**config.mk**
```make
export PLATFORM = sky130hd
export DESIGN_NAME = tx_frame_controller
export DESIGN_NICKNAME = d
export VERILOG_FILES = /design/src/rtl/tx_frame_controller.sv
export SDC_FILE = /design/constraint.sdc
export NUM_CORES = 1
export LEC_CHECK = 0
export CAP_MARGIN = 5
export CORE_MARGIN = 3
export CORE_UTILIZATION = 47
export CTS_BUF_LIST = sky130_fd_sc_hd__clkbuf_8
export DETAILED_ROUTE_END_ITERATION = 12
export PLACE_DENSITY = 0.77
export SLEW_MARGIN = 10
export SYNTH_ARGS = -nofsm -noshare
export SYNTH_HDL_FRONTEND = slang
export SYNTH_SLANG_ARGS = --single-unit
```
**constraint.sdc**
```tcl
create_clock -name clk -period 1.7 [get_ports clk]
set_clock_uncertainty 0.15 [all_clocks]
set_input_delay 0.17 -clock clk [delete_from_list [all_inputs] [get_ports clk]]
set_output_delay 0.17 -clock clk [all_outputs]
set_load 0.01 [all_outputs]
```
**src/rtl/tx_frame_controller.sv**
```systemverilog
`default_nettype none
// ============================================================================
//  Module      : tx_frame_controller
//  Description : Snapshots an ALU result and its flags on a display command,
//                then streams a framed byte sequence to uart_tx:
//                HEADER_BYTE, result bytes LSB first, flags byte
//                (plus an XOR checksum byte when TX_FRAME_CHECKSUM_EN is
//                defined). Each byte is confirmed by a full busy handshake:
//                busy must rise and then fall again. One further command can
//                be held pending while a frame is in flight.
//  Config      : `define TX_FRAME_CHECKSUM_EN to append the checksum byte.
//  Ports       :
//    clk               in   system clock, rising edge
//    reset_n           in   asynchronous active-low reset
//    display_cmd_pulse in   1-cycle request to send one frame
//    alu_result        in   DATA_WIDTH result, sampled in S_LOAD only
//    alu_flags         in   FLAG_WIDTH flags, sampled in S_LOAD only
//    tx_busy           in   uart_tx busy flag
//    tx_data_out       out  byte for uart_tx, valid with tx_start_pulse
//    tx_start_pulse    out  1-cycle start strobe
//    frame_busy        out  high from S_LOAD through S_DONE
//    frame_done        out  1-cycle pulse in S_DONE
//    cmd_dropped       out  1-cycle pulse when a request is discarded
//  Revision    : 1.0  initial release
// ============================================================================
module tx_frame_controller #(
  parameter int          DATA_WIDTH  = 16,
  parameter int          FLAG_WIDTH  = 2,
  parameter logic [7:0]  HEADER_BYTE = 8'hA5
) (
  input  logic                  clk,
  input  logic                  reset_n,
  input  logic                  display_cmd_pulse,
  input  logic [DATA_WIDTH-1:0] alu_result,
  input  logic [FLAG_WIDTH-1:0] alu_flags,
  input  logic                  tx_busy,
  output logic [7:0]            tx_data_out,
  output logic                  tx_start_pulse,
  output logic                  frame_busy,
  output logic                  frame_done,
  output logic                  cmd_dropped
);

  localparam int c_nrb    = (DATA_WIDTH + 7) / 8;
  localparam int c_snap_w = c_nrb * 8;
`ifdef TX_FRAME_CHECKSUM_EN
  localparam int c_nbytes = 3 + c_nrb;
`else
  localparam int c_nbytes = 2 + c_nrb;
`endif
  localparam logic [2:0] c_last_idx  = 3'(c_nbytes - 1);
  localparam logic [2:0] c_flags_idx = 3'(c_nrb + 1);

  typedef enum logic [2:0] {
    S_IDLE      = 3'd0,
    S_LOAD      = 3'd1,
    S_SEND      = 3'd2,
    S_WAIT_ACK  = 3'd3,
    S_WAIT_DONE = 3'd4,
    S_DONE      = 3'd5
  } state_t;

  state_t                r_state;
  logic [2:0]            r_byte_idx;
  logic                  r_pending;
  logic [c_snap_w-1:0]   r_snap;
  logic [FLAG_WIDTH-1:0] r_flags;
`ifdef TX_FRAME_CHECKSUM_EN
  logic [7:0]            r_csum;
`endif

  logic [c_snap_w-1:0]   w_res_ext;
  logic [7:0]            w_flags_byte;
  logic [2:0]            w_sel_idx;
  logic [7:0]            w_byte;
  logic                  w_go;

  // w_byte is the byte that is launched on the next transition into S_SEND.
  // From S_LOAD that is always the header, which does not depend on the
  // snapshot being captured on the same edge.
  always_comb begin
    w_res_ext                   = '0;
    w_res_ext[DATA_WIDTH-1:0]   = alu_result;
    w_flags_byte                = '0;
    w_flags_byte[FLAG_WIDTH-1:0] = r_flags;
    w_sel_idx = (r_state == S_LOAD) ? 3'd0 : r_byte_idx + 3'd1;
    w_byte    = '0;
    if (w_sel_idx == 3'd0) begin
      w_byte = HEADER_BYTE;
    end else if (w_sel_idx == c_flags_idx) begin
      w_byte = w_flags_byte;
`ifdef TX_FRAME_CHECKSUM_EN
    end else if (w_sel_idx == 3'(c_nrb + 2)) begin
      w_byte = r_csum;
`endif
    end else begin
      for (int i = 0; i < c_nrb; i++) begin
        if (w_sel_idx == 3'(i + 1)) w_byte = r_snap[i*8 +: 8];
      end
    end
  end

  assign w_go = (r_state == S_IDLE) && (display_cmd_pulse || r_pending) && !tx_busy;

  always_ff @(posedge clk or negedge reset_n) begin
    if (!reset_n) begin
      r_state        <= S_IDLE;
      r_byte_idx     <= '0;
      r_pending      <= 1'b0;
      r_snap         <= '0;
      r_flags        <= '0;
`ifdef TX_FRAME_CHECKSUM_EN
      r_csum         <= '0;
`endif
      tx_data_out    <= '0;
      tx_start_pulse <= 1'b0;
      frame_busy     <= 1'b0;
      frame_done     <= 1'b0;
      cmd_dropped    <= 1'b0;
    end else begin
      tx_start_pulse <= 1'b0;
      tx_data_out    <= '0;
      frame_done     <= 1'b0;
      cmd_dropped    <= 1'b0;

      // A request that cannot start right now is queued; only one fits.
      if (display_cmd_pulse && !w_go) begin
        if (r_pending) cmd_dropped <= 1'b1;
        else           r_pending   <= 1'b1;
      end

      case (r_state)
        S_IDLE: begin
          if (w_go) begin
            r_state    <= S_LOAD;
            frame_busy <= 1'b1;
            // If a pending request is served while a new pulse arrives,
            // the new pulse takes the pending slot.
            r_pending  <= r_pending & display_cmd_pulse;
          end
        end
        S_LOAD: begin
          r_snap         <= w_res_ext;
          r_flags        <= alu_flags;
          r_byte_idx     <= '0;
`ifdef TX_FRAME_CHECKSUM_EN
          // Accumulator restarts here and already includes the header.
          r_csum         <= HEADER_BYTE;
`endif
          tx_start_pulse <= 1'b1;
          tx_data_out    <= w_byte;
          r_state        <= S_SEND;
        end
        S_SEND: begin
          r_state <= S_WAIT_ACK;
        end
        S_WAIT_ACK: begin
          if (tx_busy) r_state <= S_WAIT_DONE;
        end
        S_WAIT_DONE: begin
          if (!tx_busy) begin
            if (r_byte_idx == c_last_idx) begin
              r_state    <= S_DONE;
              frame_done <= 1'b1;
            end else begin
              r_byte_idx     <= r_byte_idx + 3'd1;
              tx_start_pulse <= 1'b1;
              tx_data_out    <= w_byte;
`ifdef TX_FRAME_CHECKSUM_EN
              r_csum         <= r_csum ^ w_byte;
`endif
              r_state        <= S_SEND;
            end
          end
        end
        S_DONE: begin
          r_state    <= S_IDLE;
          frame_busy <= 1'b0;
        end
        default: begin
          r_state    <= S_IDLE;
          frame_busy <= 1'b0;
        end
      endcase
    end
  end

endmodule
`default_nettype wire
```
* Yosys cells after proc, flatten, opt, wreduce, memory -nomap -nowiden *
Cells that the tools add are included.

storage, ports and cells
  bits in registers = 37
  input bits = 22
  output and inout bits = 12
  logic and storage cells = 67

operators by class
  add/sub/neg operators = 1
  eq/ne operators = 12
  multiplexer cells = 29
  bitwise operators = 2
  reductions and logical operators = 13

operator list
  cell                                                                   count
  8-bit 2-to-1 mux                                                       6
  3-bit 2-to-1 mux                                                       7
  8-bit one-hot mux with 2 select lines                                  1
  3-bit by 2-bit equality test with 1-bit output, second input constant  5
  3-bit one-hot mux with 5 select lines                                  1
  1-bit 2-to-1 mux                                                       11
  2-bit != test, second input constant                                   4
  3-bit by 1-bit equality test with 1-bit output, second input constant  2
  3-bit logical NOT                                                      2
  3-bit one-hot mux with 2 select lines                                  1
  3-bit AND reduction                                                    2
  1-bit one-hot mux with 2 select lines                                  2
  4-bit OR reduction                                                     1
  3-bit by 1-bit adder with 3-bit output, second input constant          1
  3-bit equality test, second input constant                             1
  1-bit logical AND                                                      3
  1-bit logical NOT                                                      2
  2-bit AND reduction                                                    1
  2-bit nonzero test                                                     1
  1-bit bitwise AND                                                      1
  1-bit logical OR                                                       1
  1-bit inverter                                                         1

* Logic depth before layout (Yosys ltp) *
Gate-level depths: netlist (run 1).

  word-level depth = 10
  depth in mapped cells = 6
  depth with buffers taken out = 5

* Least setup slack after synthesis (run 1) *
No wires, ideal clock.

  path kind = reg-to-reg
  start = reg r_state[1]
  end = reg r_byte_idx[2]
  setup time = 127 ps
  arrival = 1273 ps
  data required time = 1423 ps
  setup slack = 150 ps
  stages on the path, launching flop included = 5
  path buffers = 1
  period minus slack after synthesis = 1550 ps
  cell sequence = dfrtp_1 > buf_6 > or4b_4 > o211ai_1 > o21ai_1

between the ends
  cells in the longest elaborated chain, start to end = 3
  elaborated cells on any way between the ends = 7
  classes of those cells = eq/ne (4); mux (1); reduce/logical (2)

ends and longest elaborated chain
  what                                                                                          line  source
  from (decl)                                                                                   63    state_t r_state;
  from (signal assigned)                                                                        107   r_state <= S_IDLE;
  from (signal assigned)                                                                        135   r_state <= S_LOAD;
  from (signal assigned)                                                                        152   r_state <= S_SEND;
  3-bit equality test / 3-bit by 1-bit equality test with 1-bit output (equally long branches)  132   case (r_state)
  2-bit != test (no source line) / 2-bit nonzero test (equally long branches)                   --
  3-bit AND reduction (no source line)                                                          --
  to (signal assigned)                                                                          166   r_byte_idx <= r_byte_idx + 3'd1;
  to (decl)                                                                                     64    logic [2:0] r_byte_idx;

Several ways; a longest one is shown, not always the timed one.
A chain may end at the register's enable or synchronous reset.

* Worst setup path after layout (run 1) *
Ends and elaborated chain as after synthesis.

==> flow_metrics.tcl, run 1 <==
set metrics [dict create \
    run_status "completed" \
    remaining_drc_errors 0 \
    path_max_fanout 5 \
    total_leakage_power_nw 1.00 \
    placed_cell_area_mm2 0.00203 \
    globalRoute.totalOverflow 0 \
    input_output_buffers 33 \
    initialDrtViolationCount 48 \
    end_kind "flop" \
    top_usage_layer "met2" \
    gp_congestion 0.775 \
    worst_slew_margin_rel 0.697 \
    die_area_mm2 0.00418 \
    regToRegSetupSlack_ns 0.11 \
    rows 20 \
    grt_start_max_net_pins 38 \
    synth-edff-count 0 \
    worst_ir_drop_vdd_uv 958 \
    maximum_count_of_clock_buffers_along_a_single_path 2 \
    post_route_cells_drive_above_1_share 0.132 \
    placed_cells 248 \
    synth.net_count 191 \
    grt_use_met2 0.303 \
    crit-reg2reg-capture "r_byte_idx[2]" \
    ordered_list_of_cells_on_the_worst_path "or4b_4 -> o211ai_1 -> o21ai_1" \
    synth.lib_cells_used.distinct 33 \
    chipWidth_um 64.6 \
    yosysSeqAreaShare 0.573 \
    start_util 0.512 \
    place_ws_ns -0.0531 \
    final-instance-count-excl-fill 256 \
    dp_hpwl_mm 2.42 \
    synth.top_cells.by_area "dfrtp_1 (57%), nand2_1 (14%), a21oi_1 (2.5%), o21ai_0 (2.2%), buf_6 (2.1%)" \
    holdCritPathClass "input pin to asynchronous set/reset pin" \
    worstSetupStartpointType "flop" \
    max_capacitance_violation_count 0 \
    synth_top_cells_by_count "nand2_1 (62), dfrtp_1 (37), a21oi_1 (8), o21ai_0 (7), nor2_1 (6)" \
    cts.reportedPaths.clkPinSlew_ns 0.07 \
    post-cts-setup-buffer-count 0 \
    cp_slowest_cell "or4b_4" \
    drt_first_pass_iters 4 \
    slew_violations 0 \
    critical-path-max-stage-delay_ns 0.60 \
    async_reset_ff_frac 1.00 \
    synthesis.yosys.warnings 0 \
    tritoncts "yes" \
    tritoncts_num_sinks 37 \
    grt_setup_unrepaired "false" \
    powerDensity_mw_per_mm2 1630 \
    io_pins 34 \
    finalCritPeriodShare 0.935 \
    groute.usage.overall 0.193 \
    num_vias 1313 \
    synth_area_mm2 0.00162 \
    htreeDepth 2 \
    drt-total-wl_mm 3.47 \
    finalHoldViolations 0 \
    power_mw 3.48 \
    critPathLaunch "r_state[1]" \
    worst_r2r_startpoint "r_state[1]" \
    ys_ff_latch 37 \
    die_height_um 64.6 \
    reg2regPathDepth 3 \
    groute.layer.met3.usage 0.0555 \
    design.final.nets 235 \
    area_delta_synth_final_pct 32.3 \
    synth_area_leader_cell "dfrtp_1" \
    coreArea_mm2 0.00315 \
    synthesized_area_divided_by_synthesized_cell_count_um2 9.67 \
    number_of_hold_repair_buffers_added_at_the_cts_stage 0 \
    initial_antenna_violation_count 0 \
    worstPathArrival_ns 1.61 \
    timing.fmax_ghz 0.629 \
    antenna_cells_inserted 0 \
    synthCells 167 \
    antenna_violating_nets_post_route 0 \
    clock_insertion_delay_worst_skew_ns 0.29 \
    cts_root_buffer "clkbuf_8" \
    cts_buffers 5 \
    worst-setup-path-type "flop to flop" \
    crit_end "r_byte_idx[2]" \
    route.detailed.wl_per_inst_um 13.6 \
    postLayoutCellArea_mm2 0.00214 \
    via_count_of_the_first_global_routing_pass 1324 \
    ys_dominant_reg_cell "dfrtp_1" \
    post-route-worst-setup-slack_ns 0.111 \
    viasPerCell 5.13 \
    period_needed_ns 1.59 \
    worst_ep_required_time_ns 1.72 \
    most_frequent_cell_after_synthesis "nand2_1" \
    met1_usage 0.250 \
    final-setup-viol-count 0 \
    worst-slew-pin-transition_ns 0.454 \
    grt_first_pass_wirelength_mm 6.16 \
    synth.top_cell.area_share 0.573 \
]
## area by class of cell
| cell class | count | area (um^2) |
|---|---|---|
| clock inverter | 2 | 13.8 |
| clock buffer | 6 | 82.6 |
| multi-input combinational | 119 | 624 |
| sequential | 37 | 926 |
| fill | 265 | 1020 |
| inverter | 2 | 7.51 |
| tap | 44 | 55.1 |
| timing repair buffer | 46 | 428 |
## report_power, final
| group | switching [mW] | internal [mW] | total (mW) | leakage [nW] |
|---|---|---|---|---|
| Clock | 0.316 | 0.328 | 0.644 | 0.0512 |
| Sequential | 0.198 | 1.23 | 1.43 | 0.469 |
| Combinational | 0.738 | 0.670 | 1.41 | 0.480 |
## state kept, by name, summed over array words and instances, names as in the netlist
signal          flops
r_byte_idx          3
cmd_dropped         1
r_snap             16
tx_start_pulse      1
r_state             3
r_flags             2
r_pending           1
tx_data_out         8
frame_done          1
frame_busy          1
## worst max-delay path, delay by kind of cell, from the launching register on
family | cells | cell delay, ns
compound gates | 2 | 0.28
flops | 1 | 0.44
simple gates | 1 | 0.60
## worst min-delay path by stage
| stage | start | to | slack (ns) | cells after the start |
|---|---|---|---|---|
| after CTS | reset_n | tx_data_out[4] | 0.15 | 2 |
| final | reset_n | r_snap[6] | 0.14 | 2 |
| after detailed placement | r_snap[5] | r_snap[5] | 0.31 | 2 |
| after global placement | r_snap[5] | r_snap[5] | 0.30 | 2 |
| after floorplan | reset_n | cmd_dropped | -0.28 | 0 |
| after global routing | reset_n | tx_data_out[4] | 0.18 | 2 |
## what timing repair did
item	in CTS	in global routing
resized for setup	0	1
endpoints found under the hold margin	0	0
endpoints found under the setup margin	0	1
## placed cells by master, fill, tap and decap left out, types with 2 or more instances in the layout
master and count:
clkdlybuf4s50_1 33, nand3_1 5, o211ai_1 3, nor2b_1 3, ha_1 2, inv_1 2
o21ai_0 7, clkbuf_8 6, a21oi_1 8, mux2i_1 3, nand2b_1 3, nand2_1 62
buf_4 13, dfrtp_1 37, nor2_1 6
## cells by family (layout without fill, tap and decap cells)
family	after synthesis	count (layout)	share of synthesized area
mux	4	4	0.0256
simple gates	89	89	0.254
compound gates	24	24	0.0868
buf+inv	11	56	0.0449
flops	37	37	0.573
fa+ha+maj	2	2	0.0155
## metal layers
metal	vias up	routed length, um
li1	632	-
met1	638	1530
met2	37	1680
met3	6	195
met4	0	66
met5	-	0
## per-stage QoR
step | hold WS, ns | utilization | setup TNS, ns
3_3_place_gp | 0.301 | 0.645 | 0
3_5_place_dp | 0.308 | 0.645 | -0.0582
4_1_cts | 0.152 | 0.675 | 0
6_report | 0.143 | 0.678 | 0
2_1_floorplan | -0.276 | - | 0
5_1_grt | 0.185 | 0.678 | 0
No activity file was read; power rests on OpenSTA's default activity.
==> run 2: changes to the inputs <==
Settings changed: ABC_AREA set to 1.
==> run 2 against run 1 <==
Effect of this change:
- routed wire length rose by 1.4%
- first-iteration DRC count rose by 73%
- worst hold slack improved by 0.0029 ns
- flip-flop and latch count did not move
- sequential power barely moved
- via count fell by 2.1%
- die area rose by 3.1%
==> flow_metrics.tcl, run 2 <==
set metrics [dict create \
    ys_dominant_reg_cell "dfrtp_1" \
    end_kind "flop" \
    route.detailed.wl_per_inst_um 14.3 \
    worstPathArrival_ns 1.73 \
    synthesized_area_divided_by_synthesized_cell_count_um2 10.7 \
    design.final.nets 224 \
    rows 21 \
    coreArea_mm2 0.00339 \
    cts_buffers 5 \
    slew_violations 0 \
    commonest_non_fill_non_tap_cell_in_the_layout "dfrtp_1" \
    synth_area_leader_cell "dfrtp_1" \
    n_fill_cell 236 \
    synth-edff-count 0 \
    fin_tns_setup_ns 0 \
    synth.top_cell.area_share 0.554 \
    htreeDepth 2 \
    path_common_cell "inv_2" \
    ordered_list_of_cells_on_the_worst_path "ha_2 -> ha_4 -> nand2_4 -> inv_2 -> nand3_2 -> inv_2 -> nand2_1 -> a21oi_2" \
    ys_ff_latch 37 \
    drt-total-wl_mm 3.52 \
    powerDensity_mw_per_mm2 1830 \
    final-setup-viol-count 0 \
    die_area_mm2 0.00431 \
    max_capacitance_violation_count 0 \
    finalCritPeriodShare 0.978 \
    grt_first_pass_wirelength_mm 5.63 \
    placed_cell_area_mm2 0.00207 \
    synth.top_cells.by_area "dfrtp_1 (55%), mux2_2 (8.8%), nand2_1 (7.0%), mux2_4 (3.6%), a21oi_1 (3.3%)" \
    finalHoldViolations 0 \
    worstSetupStartpointType "flop" \
    synth.mux.area_fraction 0.124 \
    tritoncts "yes" \
    synth_area_in_xor_xnor 0 \
    worst_slew_margin_rel 0.699 \
    synth_top_family_by_area "simple AND/OR/NAND/NOR gates" \
    largest-register "r_snap" \
    io_pins 34 \
    number_of_hold_repair_buffers_added_at_the_cts_stage 0 \
    biggestRegsByFlops "r_snap (16), tx_data_out (8)" \
    synth_top_cells_by_count "dfrtp_1 (37), nand2_1 (31), mux2_2 (13), a21oi_1 (11), inv_1 (11)" \
    placed_cells 238 \
    synth_simple_gate_area_frac 0.172 \
    cts_root_buffer "clkbuf_8" \
    synth_compound_area_frac 0.0697 \
    globalRoute.totalOverflow 0 \
    most_frequent_cell_after_synthesis "dfrtp_1" \
    synth_area_mm2 0.00167 \
    num_vias 1285 \
    holdCritPathClass "input pin to asynchronous set/reset pin" \
    dp_hpwl_mm 2.55 \
    regToRegSetupSlack_ns 0.04 \
    async_reset_ff_frac 1.00 \
    multi_input_area_um2 707 \
    remaining_drc_errors 0 \
    worst_ir_drop_vdd_uv 848 \
    antenna_cells_inserted 0 \
    synthCells 156 \
    cp_slowest_cell "dfrtp_1" \
    path_max_fanout 6 \
    initialDrtViolationCount 83 \
    area_delta_synth_final_pct 36.0 \
    largest_register_ffs 16 \
    worst_ep_required_time_ns 1.77 \
    maximum_count_of_clock_buffers_along_a_single_path 2 \
    viasPerCell 5.20 \
    final-instance-count-excl-fill 247 \
    gp_congestion 0.831 \
    grt_setup_unrepaired "true" \
    critical-path-max-stage-delay_ns 0.39 \
    chipWidth_um 65.6 \
    antenna_violating_nets_post_route 0 \
    yosysSeqAreaShare 0.554 \
    register_area_um2 926 \
    postLayoutCellArea_mm2 0.00227 \
    worst-setup-path-type "flop to flop" \
    initial_antenna_violation_count 0 \
    timing.fmax_ghz 0.602 \
    place_ws_ns -0.0707 \
    worst-slew-pin-transition_ns 0.451 \
    clock_insertion_delay_worst_skew_ns 0.28 \
    post_route_cells_drive_above_1_share 0.299 \
    start_util 0.493 \
    groute.usage.overall 0.175 \
    period_needed_ns 1.66 \
    synth.net_count 180 \
    synth.lib_cells_used.distinct 27 \
    post-route-worst-setup-slack_ns 0.0379 \
    commonest_cells_after_routing_fill_and_taps_aside "dfrtp_1 (37), clkdlybuf4s50_1 (33), nand2_1 (27)" \
    cts.reportedPaths.clkPinSlew_ns 0.07 \
    run_status "completed" \
    total_leakage_power_nw 1.05 \
    via_count_of_the_first_global_routing_pass 1215 \
    die_height_um 65.6 \
    drt_first_pass_iters 4 \
    synth_adder_area_share 0.0150 \
    grt_start_max_net_pins 38 \
    synthesis.yosys.warnings 0 \
    tritoncts_num_sinks 37 \
    input_output_buffers 33 \
]
==> run 2: cell count changes after synthesis, sizes merged, moves of 3 or more <==
cell	previous run	this run
a21oi	8	11
buf	8	3
inv	2	17
mux2	1	17
mux2i	3	0
nand2	62	33
nand2b	3	0
nand3	6	10
nand4	0	3
nor2	6	11
nor2b	3	0
o211ai	3	0
==> run 2: kinds of logic after synthesis <==
logic type	after synthesis
AOI/OAI and AO/OA	21
muxes	17
and+or+nand+nor	59
buffers and inverters	20
adders and majority gates	2
DFF	37
==> run 2: where the power goes <==
group          switching (mW)  internal [mW]  total (mW)
combinational            1.03          0.921        1.95
sequential              0.228           1.23        1.45
clock                   0.288          0.472       0.760
total                    1.55           2.62        4.16
==> run 2: per-layer routing <==
layer  global-route usage  up-vias  part of all wire
met5                    0        -                 0
met4               0.0725        0             0.018
met3               0.0547        7             0.047
met2                0.273       49              0.51
met1                0.225      622              0.43
li1                     -      607                 -
==> run 2: worst paths after layout <==
kind                              startpoint              to  cells past startpoint
min                                  reset_n  tx_data_out[6]                      2
min reg2reg                    r_byte_idx[1]   r_byte_idx[1]                      2
max                            r_byte_idx[1]  tx_data_out[5]                      8
max in group asynchronous            reset_n      frame_done                      2
max reg2reg                    r_byte_idx[1]  tx_data_out[5]                      8
min in group clk           display_cmd_pulse       r_pending                      3
==> run 2: through the flow <==
step           hold slack (ns)   util  power [mW]
5_1_grt                  0.198  0.670        4.43
6_report                 0.146  0.670        4.16
3_5_place_dp             0.340  0.612        3.20
2_1_floorplan           -0.276      -        2.71
4_1_cts                  0.170  0.652        3.99
3_3_place_gp             0.327  0.612        3.10
==> run 2: critical path, delay by kind of cell (launching register included) <==
family / cells / cell delay [ns]
fa+ha+maj: 2 / 0.51
compound gates: 1 / 0.13
flops: 1 / 0.39
buf+inv: 2 / 0.19
simple gates: 3 / 0.23
==> run 2: what timing repair did <==
action / 4_1_cts / 5_1_grt
pin swaps: 0 / 3
endpoints found under the hold margin: 0 / 0
setup endpoints to repair: 7 / 7
gates resized for setup: 4 / 15
buffers inserted: 0 / 1
==> run 2: area by class of cell <==
type	instances	share of cell area
sequential	37	0.408
clock inverter	2	0.0149
multi-input combinational	99	0.311
tap	46	0.0253
timing repair buffer	40	0.174
clock buffer	6	0.0364
inverter	17	0.0303
==> run 3: changes to the inputs <==
Settings changed: CAP_MARGIN 5 to 20, CORE_UTILIZATION 47 to 58, DONT_BUFFER_PORTS set to 1, PLACE_DENSITY 0.77 to 0.76.
==> run 3 against run 2 <==
Effect of this change:
- the flow now finishes with violations (negative setup slack)
- cell area is 4.7% lower
- register-to-register slack lost 0.06 ns
- via count fell by 4.0%
- utilization grew 16 points
- first-iteration DRC count fell by 23%
- combinational power about the same
- routed wire length is 4.5% higher
- flip-flop and latch count did not move
- sequential share of layout area increased by 2.0 points
- final cell count shrank 11%
- power decreased by 3.7%
- sequential power rose by 3%
==> flow_metrics.tcl, run 3 (synthesis results as in run 2) <==
set metrics [dict create \
    groute.usage.overall 0.232 \
    regToRegSetupSlack_ns -0.02 \
    io_pins 34 \
    critical-path-max-stage-delay_ns 0.39 \
    timing.fmax_ghz 0.580 \
    path_max_fanout 7 \
    worst_r2r_startpoint "r_byte_idx[1]" \
    post_route_cells_drive_above_1_share 0.349 \
    grt_start_max_net_pins 38 \
    total_leakage_power_nw 1.02 \
    cp_slowest_cell "dfrtp_1" \
    coreArea_mm2 0.00261 \
    grt_first_pass_wirelength_mm 5.73 \
    worst-setup-path-type "flop to flop" \
    post-route-worst-setup-slack_ns -0.0235 \
    slew_violations 0 \
    largest_register_ffs 16 \
    die_height_um 59.7 \
    fin_tns_setup_ns -0.0758 \
    antenna_cells_inserted 0 \
    powerDensity_mw_per_mm2 1850 \
    clock_insertion_delay_worst_skew_ns 0.29 \
    met2RoutedLength_mm 1.92 \
    max_capacitance_violation_count 0 \
    remaining_drc_errors 0 \
    finalHoldViolations 0 \
    cts_root_buffer "clkbuf_8" \
    period_needed_ns 1.72 \
    holdCritPathClass "input pin to flop" \
    worst_ir_drop_vdd_uv 1350 \
    run_status "finished with violations" \
    worstPathArrival_ns 1.76 \
    path_buf_inv 2 \
    dp_hpwl_mm 2.30 \
    path_common_cell "nand2_2" \
    multi_input_area_um2 742 \
    worst-slew-pin-transition_ns 0.380 \
    cts_buffers 5 \
    input_output_buffers 0 \
    drt-total-wl_mm 3.68 \
    cts.reportedPaths.clkPinSlew_ns 0.07 \
    chipWidth_um 59.7 \
    met3_wirelength_um 205 \
    tritoncts_num_sinks 37 \
    initial_antenna_violation_count 0 \
    gp_congestion 0.837 \
    routed.top_layer "met4" \
    placed_cell_area_mm2 0.00171 \
    largest-register "r_snap" \
    worst_slew_margin_rel 0.746 \
    start_util 0.639 \
    worst_ep_required_time_ns 1.73 \
    area_delta_synth_final_pct 29.5 \
    ordered_list_of_cells_on_the_worst_path "ha_2 -> ha_4 -> nand2_4 -> nor2_4 -> nand2_2 -> clkinv_4 -> nand2_2 -> nand3_2 -> nand2_1 -> inv_1" \
    initialDrtViolationCount 64 \
    n_fill_cell 142 \
    biggestRegsByFlops "r_snap (16), tx_data_out (8)" \
    commonest_non_fill_non_tap_cell_in_the_layout "dfrtp_1" \
    critPathLaunch "r_byte_idx[1]" \
    num_vias 1233 \
    route.detailed.wl_per_inst_um 16.8 \
    worstSetupStartpointType "flop" \
    rows 18 \
    drt_first_pass_iters 4 \
    htreeDepth 2 \
    design.final.nets 213 \
    violations_in_the_final_reports "negative setup slack" \
    path_delay_family "adder cells" \
    tritoncts "yes" \
    route.layer.met1.wl_mm 1.46 \
    finalCritPeriodShare 1.01 \
    via_count_of_the_first_global_routing_pass 1259 \
    globalRoute.totalOverflow 0 \
    postLayoutCellArea_mm2 0.00216 \
    end_kind "flop" \
    commonest_cells_after_routing_fill_and_taps_aside "dfrtp_1 (37), nand2_1 (24), dlygate4sd3_1 (21)" \
    die_area_mm2 0.00356 \
    maximum_count_of_clock_buffers_along_a_single_path 2 \
    final-setup-viol-count 6 \
    register_area_um2 926 \
    grt_setup_unrepaired "true" \
    viasPerCell 5.63 \
    antenna_violating_nets_post_route 0 \
    worst_hold_startpoint "display_cmd_pulse" \
]
[run 3: cell types whose count changed in the layout (fill, tap and decap cells not counted), moves of 2 or more]
cell	before	now
a21oi_2	5	7
nand2_1	27	24
dlygate4sd3_1	0	21
a21oi_1	6	4
inv_2	5	3
clkdlybuf4s50_1	33	0
nand2_2	3	6
[run 3: layout make-up]
type | instances | share of cell area
Clock buffer | 6 | 0.0382
Clock inverter | 1 | 0.00174
Inverter | 17 | 0.0353
Multi-Input combinational cell | 99 | 0.343
Sequential cell | 37 | 0.428
Tap cell | 30 | 0.0174
Timing Repair Buffer | 29 | 0.136
[run 3: path summary, 6_finish.rpt]
| path | to | cells past startpoint |
|---|---|---|
| hold reg to reg | r_snap[0] | 2 |
| min in group asynchronous | r_byte_idx[2] | 2 |
| hold / removal | frame_busy | 3 |
| setup reg to reg | tx_data_out[1] | 10 |
| setup / recovery | tx_data_out[1] | 10 |
| max in group asynchronous | r_snap[11] | 2 |
[run 3: stage by stage]
stage	setup WS, ns	utilization	cells	hold slack, ns	power [mW]
3_5_place_dp	-0.0736	0.654	187	-0.275	3.01
5_1_grt	-0.0711	0.828	219	0.0948	4.29
2_1_floorplan	0.0591	-	156	-0.276	2.71
3_3_place_gp	0.00556	0.654	187	-0.275	2.92
4_1_cts	0.0137	0.789	216	0.0707	3.73
6_report	-0.0235	0.828	219	0.0942	4.01
[run 3: repair_timing]
action / in CTS / in global routing
endpoints found under the hold margin: 63 / 0
hold buffers: 22 / 0
setup endpoints to repair: 7 / 9
setup buffers: 0 / 3
pin swaps: 0 / 8
cloned: 0 / 0
gates resized for setup: 8 / 22
[run 3: power by group]
part	leakage, nW	switching [mW]	internal [mW]
Clock	0.0485	0.279	0.315
Combinational	0.510	1.06	0.852
Sequential	0.457	0.274	1.23
Total	1.02	1.62	2.40
[run 3: tightest hold or removal path, delay by kind of cell]
family / cells / cell delay (ns)
compound gates: 1 / 0.11
simple gates: 2 / 0.21
[run 3: metal layers]
metal	vias to the layer above	global-route usage
met5	-	0
met4	0	0.142
met3	11	0.0562
met2	46	0.373
met1	596	0.278
li1	580	-
==> variant: new RTL, config.mk and constraints of run 2 <==
Add a define of `TX_FRAME_CHECKSUM_EN`.
--- a/src/rtl/tx_frame_controller.sv
+++ b/src/rtl/tx_frame_controller.sv
@@ -23,6 +23,8 @@
 //    cmd_dropped       out  1-cycle pulse when a request is discarded
 //  Revision    : 1.0  initial release
 // ============================================================================
+`define TX_FRAME_CHECKSUM_EN
+
 module tx_frame_controller #(
   parameter int          DATA_WIDTH  = 16,
   parameter int          FLAG_WIDTH  = 2,
Formal check against the unedited RTL: no difference found for any inputs over 10 cycles, from zero or initial values and one cycle with reset_n low; that may be too few to reach the edited logic, so the function may still have changed.
==> variant against run 2 <==
The flow now finishes with violations (negative setup slack); routed wire length increased by 28%; final area increased by 27%; first-iteration DRC count increased by 57%; clock power increased by 5.7%; count of clock-buffer cells in the layout decreased by 1; via count increased by 40%; largest power group unchanged; non-clock buffer count increased by 11; sequential power increased by 21%; critical path type unchanged; global-route usage increased by 0.72 points; total power increased by 14%; sequential cell count increased by 8; hold slack improved by 43 ps; synthesized area increased by 27%; setup slack got worse by 220 ps.
==> variant: results (changes against run 2) <==
| Metric | Value |
|---|---|
| Status | finished with violations (was completed) |
| Failing checks | negative setup slack |
| GP Congestion | 0.778 (was 0.831) |
| Place WS | -99.8 ps (was -70.7 ps) |
| Mux share of post-synthesis cell area | 0 (was 0.124) |
| 1st-iter DRT viols | 130 (was 83) |
| Sequential share of power | 0.372 (was 0.349) |
| Delay-heaviest family, CP | flip-flops (was adder cells) |
| Syn_nets | 283 (was 180) |
| Fillers | 318 (was 236) |
| Peak VDD IR | 0.834 mV (was 0.848 mV) |
| Number of non-clock inverters in the layout | 30 (was 17) |
| Critical R2R Launch | r_byte_idx[0] (was r_byte_idx[1]) |
| Worst flop-to-flop path endpoint | tx_data_out[7] (was tx_data_out[5]) |
| Crit Path Max Fanout | 4 (was 6) |
| Number of global-route vias before repair | 1629 (was 1215) |
| Non-Clock Buffer Count | 51 (was 40) |
| Overall Global Routing Usage | 0.182 (was 0.175) |
| Average vias per placed instance | 4.95 (was 5.20) |
| Crit path capture | tx_data_out[7] (was tx_data_out[5]) |
| Avg Cell Area, Syn | 8.18 um2 (was 10.7 um2) |
| Clock network share of area | 0.0387 (was 0.0512) |
| Worst Reg2Reg Path Length in Cells | 10 (was 8) |
| Combinational power | 0.00217 W (was 0.00195 W) |
| Multi-input combinational area share | 0.337 (was 0.311) |
| First-pass GRT wire length | 7340 um (was 5630 um) |
| Static leakage | 1.47 nW (was 1.05 nW) |
| Commonest cells post-synth | nand2_1, dfrtp_1, inv_1, nand3_1, nor2_1 (was dfrtp_1, nand2_1, mux2_2) |
| Final setup violation count | 14 (was 0) |
| Detailed Place HPWL | 3000 um (was 2550 um) |
| Pint | 0.00287 W (was 0.00262 W) |
| Multi-input gates | 179 (was 99) |
| Worst path max stage delay | 440 ps (was 390 ps) |
| Pin count of the biggest net entering global routing | 28 (was 38) |
| Synth area leaders | dfrtp_1, nand2_1, nand3_1, inv_1, nor2_1 (was dfrtp_1, mux2_2, nand2_1, mux2_4, a21oi_1) |
| Share of layout cells above drive strength 1 | 0.220 (was 0.299) |
| Regs by FF count | r_snap: 16 flops, r_csum: 8 flops, tx_data_out: 8 flops (was r_snap: 16 flops, tx_data_out: 8 flops) |
| Register area | 1130 um2 (was 926 um2) |
| Sequential area share after synthesis | 0.532 (was 0.554) |
| Post-synth cell types | 29 (was 27) |
| Final setup margin | -184 ps (was 37.9 ps) |
| Final wirelength | 4510 um (was 3520 um) |
| CTS sink cnt | 45 (was 37) |
==> variant: cell count changes after synthesis, moves of 8 or more <==
cell | run 2 | this run
mux2_2 | 13 | 0
nand3_1 | 8 | 21
inv_1 | 11 | 21
a21oi_1 | 11 | 1
dfrtp_1 | 37 | 45
nand2_1 | 31 | 104
==> variant: logic make-up (layout without fill, tap and decap cells) <==
| kind of cell | Yosys count | after routing |
|---|---|---|
| buffers and inverters | 35 | 89 |
| and+or+nand+nor | 163 | 163 |
| DFF | 45 | 45 |
| adders and majority gates | 3 | 3 |
| AOI/OAI and AO/OA | 13 | 13 |
==> variant: repair_timing <==
action	in CTS	in global routing
pin swaps	8	23
buffers inserted	4	3
endpoints found under the setup margin	9	20
hold endpoints to repair	18	0
resized for setup	10	16
hold buffers	1	0
==> variant: through the flow <==
stage | cell area [um2] | utilization
finish | 2880 | 0.690
global route | 2880 | 0.690
CTS | 2790 | 0.669
detailed placement | 2590 | 0.620
global placement | 2590 | 0.620
floorplan | 2140 | -
==> variant: metal layers <==
metal	global-route usage	up-vias	share of wire
met3	0.0496	4	0.046
li1	-	916	-
met2	0.275	54	0.48
met4	0.0717	0	0.0084
met1	0.248	824	0.46
met5	0	-	0
==> variant: worst min path at each step <==
| stage | from | to | slack (ps) | cells past startpoint |
|---|---|---|---|---|
| final | reset_n | r_byte_idx[2] | 190 | 2 |
| after detailed placement | reset_n | frame_done | -10 | 1 |
| after global placement | reset_n | frame_busy | -10 | 1 |
| after floorplan | reset_n | cmd_dropped | -280 | 0 |
| after CTS | reset_n | r_byte_idx[2] | 200 | 2 |
| after global routing | reset_n | r_byte_idx[2] | 230 | 2 |
